`src/rtl/slot_txrx_ctrl_pkg.sv`:
```
// rtl/slot_txrx_ctrl_pkg.sv - shared state encodings, timing constants and helpers
package slot_txrx_ctrl_pkg;

    localparam int DEF_CNT_W      = 12;
    localparam int DEF_MAX_PKT_US = 3125;
    localparam int SLOT_US        = 625;

    typedef logic [2:0] state_t;

    localparam state_t ST_IDLE      = 3'd0;
    localparam state_t ST_PLL_TX    = 3'd1;
    localparam state_t ST_TX        = 3'd2;
    localparam state_t ST_PLL_RX    = 3'd3;
    localparam state_t ST_RX_SEARCH = 3'd4;
    localparam state_t ST_RX_ACTIVE = 3'd5;

    // Slave transmits in the half of the CLK[1] period the master receives in.
    function automatic logic next_is_tx(input logic is_master, input logic clk_bit1);
        return is_master ? clk_bit1 : !clk_bit1;
    endfunction

endpackage

```
`src/rtl/slot_txrx_ctrl_if.sv`:
```
// rtl/slot_txrx_ctrl_if.sv - slot timing inputs and radio control outputs of the slot controller
interface slot_txrx_ctrl_if;

    logic        regi_isMaster;
    logic        conn_en;
    logic        p_1us;
    logic        fkset_p;
    logic [1:0]  clk_bits;
    logic        tx_slot_start_p;
    logic        rx_slot_start_p;
    logic        tx_req;
    logic [11:0] tx_len_us;
    logic        rx_sync_p;
    logic        rx_done_p;
    logic [9:0]  regi_rxwin_us;

    logic        pll_load_p;
    logic        pll_is_tx;
    logic        tx_en;
    logic        rx_en;
    logic        tx_start_p;
    logic        tx_done_p;
    logic        rx_timeout_p;
    logic        rx_abort_p;
    logic [2:0]  state;

    modport master (
        output regi_isMaster, conn_en, p_1us, fkset_p, clk_bits,
               tx_slot_start_p, rx_slot_start_p, tx_req, tx_len_us,
               rx_sync_p, rx_done_p, regi_rxwin_us,
        input  pll_load_p, pll_is_tx, tx_en, rx_en, tx_start_p, tx_done_p,
               rx_timeout_p, rx_abort_p, state
    );

    modport slave (
        input  regi_isMaster, conn_en, p_1us, fkset_p, clk_bits,
               tx_slot_start_p, rx_slot_start_p, tx_req, tx_len_us,
               rx_sync_p, rx_done_p, regi_rxwin_us,
        output pll_load_p, pll_is_tx, tx_en, rx_en, tx_start_p, tx_done_p,
               rx_timeout_p, rx_abort_p, state
    );

endinterface

```
`src/rtl/slot_txrx_ctrl_us_downcnt.sv`:
```
// rtl/slot_txrx_ctrl_us_downcnt.sv - loadable 1us down-counter saturating at zero
module slot_txrx_ctrl_us_downcnt #(
    parameter int W = 12
) (
    input  logic         clk,
    input  logic         rst,
    input  logic         load_i,
    input  logic [W-1:0] load_val_i,
    input  logic         tick_i,
    output logic         expire_o
);

    logic [W-1:0] cnt_q;
    logic [W-1:0] cnt_d;

    always_comb begin
        cnt_d = cnt_q;
        if (load_i) begin
            cnt_d = load_val_i;
        end else if (tick_i && (cnt_q != '0)) begin
            cnt_d = cnt_q - W'(1);
        end
    end

    always_ff @(posedge clk) begin
        if (rst) begin
            cnt_q <= '0;
        end else begin
            cnt_q <= cnt_d;
        end
    end

    // Flags the tick that brings the count to zero so the owner can leave on that tick.
    assign expire_o = tick_i && !load_i && (cnt_q <= W'(1));

endmodule

```
`src/rtl/slot_txrx_ctrl.sv`:
```
// rtl/slot_txrx_ctrl.sv - per-slot PLL/TX/RX radio control for a connection
module slot_txrx_ctrl
    import slot_txrx_ctrl_pkg::*;
#(
    parameter int MAX_PKT_US = DEF_MAX_PKT_US,
    parameter int CNT_W      = DEF_CNT_W
) (
    input  logic              clk_6M,
    input  logic              rst,
    slot_txrx_ctrl_if.slave   bus
);

    localparam logic [CNT_W-1:0] MAX_LEN   = CNT_W'(MAX_PKT_US);
    localparam logic [CNT_W-1:0] WDOG_LEN  = CNT_W'(SLOT_US);

    state_t            state_q, state_d;
    logic [CNT_W-1:0]  len_q, len_d;

    logic              load0, load1;
    logic [CNT_W-1:0]  val0, val1;
    logic              exp0, exp1;

    logic              fk_full;
    logic              tx_go;
    logic [CNT_W-1:0]  len_in;
    logic [CNT_W-1:0]  len_sat;
    logic [CNT_W-1:0]  win_val;

    logic              tx_fin, rx_to, rx_ab;

    logic pll_load_p_q, pll_load_p_d;
    logic pll_is_tx_q, pll_is_tx_d;
    logic tx_en_q, tx_en_d;
    logic rx_en_q, rx_en_d;
    logic tx_start_p_q, tx_start_p_d;
    logic tx_done_p_q, tx_done_p_d;
    logic rx_timeout_p_q, rx_timeout_p_d;
    logic rx_abort_p_q, rx_abort_p_d;

    assign fk_full = bus.fkset_p & bus.clk_bits[0];
    assign len_in  = CNT_W'(bus.tx_len_us);
    assign len_sat = (len_in > MAX_LEN) ? MAX_LEN : len_in;
    assign win_val = (bus.regi_rxwin_us == 10'd0) ? CNT_W'(1) : CNT_W'(bus.regi_rxwin_us);
    assign tx_go   = fk_full & next_is_tx(bus.regi_isMaster, bus.clk_bits[1])
                   & bus.tx_req & (bus.tx_len_us != 12'd0);

    // Counter 0 serves watchdog, TX length and RX guard; those phases never overlap.
    slot_txrx_ctrl_us_downcnt #(.W(CNT_W)) u_cnt_main (
        .clk        (clk_6M),
        .rst        (rst),
        .load_i     (load0),
        .load_val_i (val0),
        .tick_i     (bus.p_1us),
        .expire_o   (exp0)
    );

    slot_txrx_ctrl_us_downcnt #(.W(CNT_W)) u_cnt_win (
        .clk        (clk_6M),
        .rst        (rst),
        .load_i     (load1),
        .load_val_i (val1),
        .tick_i     (bus.p_1us),
        .expire_o   (exp1)
    );

    always_ff @(posedge clk_6M) begin
        if (rst) begin
            state_q        <= ST_IDLE;
            len_q          <= '0;
            pll_load_p_q   <= 1'b0;
            pll_is_tx_q    <= 1'b0;
            tx_en_q        <= 1'b0;
            rx_en_q        <= 1'b0;
            tx_start_p_q   <= 1'b0;
            tx_done_p_q    <= 1'b0;
            rx_timeout_p_q <= 1'b0;
            rx_abort_p_q   <= 1'b0;
        end else begin
            state_q        <= state_d;
            len_q          <= len_d;
            pll_load_p_q   <= pll_load_p_d;
            pll_is_tx_q    <= pll_is_tx_d;
            tx_en_q        <= tx_en_d;
            rx_en_q        <= rx_en_d;
            tx_start_p_q   <= tx_start_p_d;
            tx_done_p_q    <= tx_done_p_d;
            rx_timeout_p_q <= rx_timeout_p_d;
            rx_abort_p_q   <= rx_abort_p_d;
        end
    end

    always_comb begin
        state_d = state_q;
        len_d   = len_q;
        load0   = 1'b0;
        val0    = '0;
        load1   = 1'b0;
        val1    = '0;
        tx_fin  = 1'b0;
        rx_to   = 1'b0;
        rx_ab   = 1'b0;
        if (!bus.conn_en) begin
            state_d = ST_IDLE;
        end else begin
            case (state_q)
                ST_IDLE: begin
                    if (tx_go) begin
                        state_d = ST_PLL_TX;
                        len_d   = len_sat;
                        load0   = 1'b1;
                        val0    = WDOG_LEN;
                    end else if (fk_full) begin
                        state_d = ST_PLL_RX;
                        load0   = 1'b1;
                        val0    = WDOG_LEN;
                    end
                end
                ST_PLL_TX: begin
                    if (bus.tx_slot_start_p) begin
                        state_d = ST_TX;
                        load0   = 1'b1;
                        val0    = len_q;
                    end else if (exp0) begin
                        state_d = ST_IDLE;
                    end
                end
                ST_TX: begin
                    if (exp0) begin
                        state_d = ST_IDLE;
                        tx_fin  = 1'b1;
                    end
                end
                ST_PLL_RX: begin
                    if (bus.rx_slot_start_p) begin
                        state_d = ST_RX_SEARCH;
                        load1   = 1'b1;
                        val1    = win_val;
                    end else if (exp0) begin
                        state_d = ST_IDLE;
                    end
                end
                ST_RX_SEARCH: begin
                    if (bus.rx_sync_p) begin
                        state_d = ST_RX_ACTIVE;
                        load0   = 1'b1;
                        val0    = MAX_LEN;
                    end else if (exp1) begin
                        state_d = ST_IDLE;
                        rx_to   = 1'b1;
                    end
                end
                ST_RX_ACTIVE: begin
                    if (bus.rx_done_p) begin
                        state_d = ST_IDLE;
                    end else if (exp0) begin
                        state_d = ST_IDLE;
                        rx_ab   = 1'b1;
                    end
                end
                default: state_d = ST_IDLE;
            endcase
        end
    end

    always_comb begin
        pll_load_p_d   = (state_q == ST_IDLE) &&
                         ((state_d == ST_PLL_TX) || (state_d == ST_PLL_RX));
        pll_is_tx_d    = pll_load_p_d ? (state_d == ST_PLL_TX) : pll_is_tx_q;
        tx_en_d        = (state_d == ST_TX);
        rx_en_d        = (state_d == ST_RX_SEARCH) || (state_d == ST_RX_ACTIVE);
        tx_start_p_d   = (state_q == ST_PLL_TX) && (state_d == ST_TX);
        tx_done_p_d    = tx_fin;
        rx_timeout_p_d = rx_to;
        rx_abort_p_d   = rx_ab;
    end

    assign bus.pll_load_p   = pll_load_p_q;
    assign bus.pll_is_tx    = pll_is_tx_q;
    assign bus.tx_en        = tx_en_q;
    assign bus.rx_en        = rx_en_q;
    assign bus.tx_start_p   = tx_start_p_q;
    assign bus.tx_done_p    = tx_done_p_q;
    assign bus.rx_timeout_p = rx_timeout_p_q;
    assign bus.rx_abort_p   = rx_abort_p_q;
    assign bus.state        = state_q;

endmodule

```
`src/flat_wrapper.sv`:
```
// flat-port wrapper written by rule: the top's interface ports become plain ports
module slot_txrx_ctrl_flat import slot_txrx_ctrl_pkg::*;
#(
    parameter int MAX_PKT_US = DEF_MAX_PKT_US,
    parameter int CNT_W      = DEF_CNT_W
)
  (clk_6M, rst, bus_regi_isMaster, bus_conn_en, bus_p_1us, bus_fkset_p, bus_clk_bits, bus_tx_slot_start_p, bus_rx_slot_start_p, bus_tx_req, bus_tx_len_us, bus_rx_sync_p, bus_rx_done_p, bus_regi_rxwin_us, bus_pll_load_p, bus_pll_is_tx, bus_tx_en, bus_rx_en, bus_tx_start_p, bus_tx_done_p, bus_rx_timeout_p, bus_rx_abort_p, bus_state);
  slot_txrx_ctrl_if bus_i ();
  input  logic clk_6M;
  input  logic rst;
  input wire logic [$bits(bus_i.regi_isMaster)-1:0] bus_regi_isMaster;
  input wire logic [$bits(bus_i.conn_en)-1:0] bus_conn_en;
  input wire logic [$bits(bus_i.p_1us)-1:0] bus_p_1us;
  input wire logic [$bits(bus_i.fkset_p)-1:0] bus_fkset_p;
  input wire logic [$bits(bus_i.clk_bits)-1:0] bus_clk_bits;
  input wire logic [$bits(bus_i.tx_slot_start_p)-1:0] bus_tx_slot_start_p;
  input wire logic [$bits(bus_i.rx_slot_start_p)-1:0] bus_rx_slot_start_p;
  input wire logic [$bits(bus_i.tx_req)-1:0] bus_tx_req;
  input wire logic [$bits(bus_i.tx_len_us)-1:0] bus_tx_len_us;
  input wire logic [$bits(bus_i.rx_sync_p)-1:0] bus_rx_sync_p;
  input wire logic [$bits(bus_i.rx_done_p)-1:0] bus_rx_done_p;
  input wire logic [$bits(bus_i.regi_rxwin_us)-1:0] bus_regi_rxwin_us;
  output wire logic [$bits(bus_i.pll_load_p)-1:0] bus_pll_load_p;
  output wire logic [$bits(bus_i.pll_is_tx)-1:0] bus_pll_is_tx;
  output wire logic [$bits(bus_i.tx_en)-1:0] bus_tx_en;
  output wire logic [$bits(bus_i.rx_en)-1:0] bus_rx_en;
  output wire logic [$bits(bus_i.tx_start_p)-1:0] bus_tx_start_p;
  output wire logic [$bits(bus_i.tx_done_p)-1:0] bus_tx_done_p;
  output wire logic [$bits(bus_i.rx_timeout_p)-1:0] bus_rx_timeout_p;
  output wire logic [$bits(bus_i.rx_abort_p)-1:0] bus_rx_abort_p;
  output wire logic [$bits(bus_i.state)-1:0] bus_state;
  assign bus_i.regi_isMaster = bus_regi_isMaster;
  assign bus_i.conn_en = bus_conn_en;
  assign bus_i.p_1us = bus_p_1us;
  assign bus_i.fkset_p = bus_fkset_p;
  assign bus_i.clk_bits = bus_clk_bits;
  assign bus_i.tx_slot_start_p = bus_tx_slot_start_p;
  assign bus_i.rx_slot_start_p = bus_rx_slot_start_p;
  assign bus_i.tx_req = bus_tx_req;
  assign bus_i.tx_len_us = bus_tx_len_us;
  assign bus_i.rx_sync_p = bus_rx_sync_p;
  assign bus_i.rx_done_p = bus_rx_done_p;
  assign bus_i.regi_rxwin_us = bus_regi_rxwin_us;
  assign bus_pll_load_p = bus_i.pll_load_p;
  assign bus_pll_is_tx = bus_i.pll_is_tx;
  assign bus_tx_en = bus_i.tx_en;
  assign bus_rx_en = bus_i.rx_en;
  assign bus_tx_start_p = bus_i.tx_start_p;
  assign bus_tx_done_p = bus_i.tx_done_p;
  assign bus_rx_timeout_p = bus_i.rx_timeout_p;
  assign bus_rx_abort_p = bus_i.rx_abort_p;
  assign bus_state = bus_i.state;
  slot_txrx_ctrl #(.MAX_PKT_US(MAX_PKT_US), .CNT_W(CNT_W)) u_core (.clk_6M(clk_6M), .rst(rst), .bus(bus_i));
endmodule
```
`config.mk`:
```
export PLATFORM = sky130hd
export DESIGN_NAME = slot_txrx_ctrl_flat
export DESIGN_NICKNAME = d
export VERILOG_FILES = /design/src/rtl/slot_txrx_ctrl_pkg.sv /design/src/rtl/slot_txrx_ctrl_if.sv /design/src/rtl/slot_txrx_ctrl_us_downcnt.sv /design/src/rtl/slot_txrx_ctrl.sv /design/src/flat_wrapper.sv
export SDC_FILE = /design/constraint.sdc
export NUM_CORES = 1
export LEC_CHECK = 0
export ABC_AREA = 1
export BUFFER_PORTS_ARGS = -buffer_cell sky130_fd_sc_hd__buf_2
export CAP_MARGIN = 20
export CORE_ASPECT_RATIO = 0.9
export CORE_MARGIN = 10
export CORE_UTILIZATION = 55
export DETAILED_ROUTE_END_ITERATION = 12
export PLACE_DENSITY_LB_ADDON = 0.3
export SETUP_SLACK_MARGIN = 0.3
export SLEW_MARGIN = 25
export SYNTH_ARGS = -nofsm -noshare
export SYNTH_HDL_FRONTEND = slang
export SYNTH_SLANG_ARGS = --single-unit
```
`constraint.sdc`:
```
create_clock -name clk_6M -period 3.1 [get_ports clk_6M]
set_input_delay 0.62 -clock clk_6M [delete_from_list [all_inputs] [get_ports clk_6M]]
set_output_delay 0.62 -clock clk_6M [all_outputs]
set_load 0.005 [all_outputs]
```
==> impl_metrics.ini <==
[yosys]
synth_top_family_by_area = simple AND/OR/NAND/NOR gates
post-synth-top-count-cell = nand2_1
yosysSeqAreaShare_pct = 35.93
synth-xor-area-share_pct = 3.679
synth_top_cell_by_area = dfxtp_1
synth_compound_area_share_pct = 18.97
synthAdderAreaFrac_pct = 2.867
syn_area_per_cell_um2 = 6.946
synth.distinct_cells = 34
synth_area_leaders = dfxtp_1 (36%), nand2_1 (8.6%), nor2_1 (7.6%), a21oi_1 (5.9%), inv_1 (5.6%)
ys_warn_count = 0
synthFlopType = dfxtp_1
synthMuxAreaShare_pct = 0
synth_common_cells = nand2_1 (60), nor2_1 (53), dfxtp_1 (47)
synth-simple-area-share_pct = 30.77
netlist_area_um2 = 2619
syn-num-nets = 418
ys_ff_latch = 47
netlist.area_leader.share_pct = 35.93
synth-edff-count = 0
synthCells = 377
synth-async-reset-ratio_pct = 0

[sta]
rsz0062_at_grt = no
fmax_ghz = 0.5066
fin_tns_setup_ps = 0
worstMarginPinSlew_ps = 638.6
clock_skew_ps = 4.533
fin_crit_sh_pct = 63.67
setup_violations = 0
report.final.hold_viol_count = 0
slew_violations = 0
max-slew-margin-rel_pct = 57.38
fin_crit_ps = 1974

[place]
dp_hpwl_mm = 5.232
io_buffer_count = 45
gp_congestion = 0.9152

[cells_and_area]
antenna_cells = 0
fillers = 434
fin_util_pct = 65.61
layout.nets = 461
drive_above_1_share_pct = 17.81
syn2layout_area_growth_pct = 13.19

[floorplanning]
die_h_um = 85.46
rows = 23
die-area_um2 = 7925
start_util_pct = 57.96
coreArea_um2 = 4518
num_io_pins = 46
die_x_um = 92.74

[clock_tree]
clkLatencyLatePin_ps = 300
postCtsHoldBufs = 0
cts_tree = done
post_cts_buffers = 0
cts-root-buf = clkbuf_8
clock-sinks = 47
clkTransAtPathRegs_ps = 90
cts.repair.resized = 0
clock_path_buffers = 2
cts_buffers = 5
htreeDepth = 2

[global_routing]
grt_pass1_wl_mm = 11.54
grt_usage_pct = 17.44
grt_max_degree = 24
grt-ovfl-total = 0
grt_pass1_vias = 2515
antenna_found_initial = 0

[setup_path]
startpoint_type = flop
cp_max_fo = 13
required_ps = 3340
r2r_slack_ps = 1130
reg2reg_from = u_core.bus.state[0]$_SDFF_PP0_
cp-startpoint = u_core.bus.state[0]$_SDFF_PP0_
cp-end-kind = flop
r2r_end = u_core.bus.pll_is_tx$_SDFFE_PP0P_
crit_end = u_core.bus.pll_is_tx$_SDFFE_PP0P_
worstRegToRegCells = 14
crit_type = flop to flop
cp.arrival_ps = 2210

[routing]
drtIter0Drc = 327
wl_per_cell_um = 14.18
firstDrtPassIters = 5
route.detailed.drc = 0
drt-total-wl_mm = 6.850
vias = 2709
via_per_inst = 5.609
antenna_left = 0

[worst_hold_path]
hp-class = flop to flop

[power]
p_leak_uw = 0.001346
cellPowerDensity_nw_per_um2 = 703.9
ir_drop_mv = 0.4274

[outcome]
outcome = completed

[run]
max_cap_violations = 0
==> cell type report <==
cell class	instances	area, um^2	area share [%]
multi-input cells	278	1474	49.73
clock inverters	2	12.51	0.4221
inverters	43	161.4	5.445
flip-flops and latches	47	940.9	31.74
clock buffers	6	72.57	2.448
repair buffers	45	225.2	7.598
well taps	62	77.57	2.617
==> worst min-delay path by stage <==
stage	start	endpoint	cells past startpoint
after detailed placement	u_core.len_q[10]$_SDFFE_PP0P_	u_core.len_q[10]$_SDFFE_PP0P_	2
final	u_core.len_q[5]$_SDFFE_PP0P_	u_core.len_q[5]$_SDFFE_PP0P_	2
after global placement	u_core.len_q[9]$_SDFFE_PP0P_	u_core.len_q[9]$_SDFFE_PP0P_	2
after floorplan	u_core.len_q[10]$_SDFFE_PP0P_	u_core.len_q[10]$_SDFFE_PP0P_	2
after CTS	u_core.len_q[10]$_SDFFE_PP0P_	u_core.len_q[10]$_SDFFE_PP0P_	2
after global routing	u_core.len_q[10]$_SDFFE_PP0P_	u_core.len_q[10]$_SDFFE_PP0P_	2
==> kinds of logic (layout without fill, tap and decap cells) <==
group	count (synthesis)	count (layout)
xor+xnor	11	11
buf+inv	52	96
flops	47	47
fa+ha+maj	6	6
simple gates	175	175
compound gates	86	86
==> per-stage QoR <==
stage                     hold WS [ps]  std cells  total power, uW  cell area (um^2)  setup WS, ps
after floorplan                  424.6        377             1499              2619          1378
after global placement           460.6        475             1692              2879          1006
after detailed placement         467.0        475             1705              2879         989.6
after CTS                        479.6        483             2074              2964          1156
after global routing             500.1        483             2247              2964         907.2
final                            477.6        483             2086              2964          1126
==> power breakdown <==
part	switching (uW)	total (uW)	internal [uW]
registers	92.2	805	712
logic	584	916	332
clock network	208	366	158
==> cells in the final DEF, fill, tap and decap left out, types with 3 or more instances in the layout <==
master    Yosys  routed
o21ai_1       3       3
nand4_1       8       8
a211oi_1      4       4
buf_2         4      45
nand3_1      23      23
a21oi_1      31      31
o211ai_1      5       5
nand3_2       6       6
a31oi_1       4       4
nand2_2       5       5
inv_2         4       4
ha_1          6       6
inv_1        39      39
nor3_1        6       6
a22oi_1       5       5
xor2_1        7       7
dfxtp_1      47      47
xnor2_1       4       4
clkbuf_8      0       5
nor2_1       53      53
o21ai_0      26      26
nand2_1      60      60
nor2_2        5       5
nor4_1        4       4
==> layer usage <==
metal / GRT usage, % / up-vias / share of wire, %
li1: - / 1354 / -
met1: 24.58 / 1197 / 48
met2: 24.62 / 140 / 40
met3: 4.754 / 18 / 8.9
met4: 6.162 / 0 / 2.2
met5: 0 / - / 0
==> state kept, by name, summed over array words and instances, names as in the netlist, 3 cells and up <==
register	flops
u_core.bus.state	3
u_core.len_q	12
u_core.u_cnt_main.cnt_q	12
u_core.u_cnt_win.cnt_q	12
==> critical path, cell delays in order (launching register included) <==
cell     delay [ps]
dfxtp_1         430
inv_1           110
nor2_2          150
nand3_2         160
nand3_2         110
nand2_2         190
nand2_2         150
nand2_1          60
nand2_1          60
nand2_1          70
nand2_2          90
nand3_2         100
nand2_1          80
nand2_1          40
nor2_1          110
No activity file was read; power rests on OpenSTA's default activity.
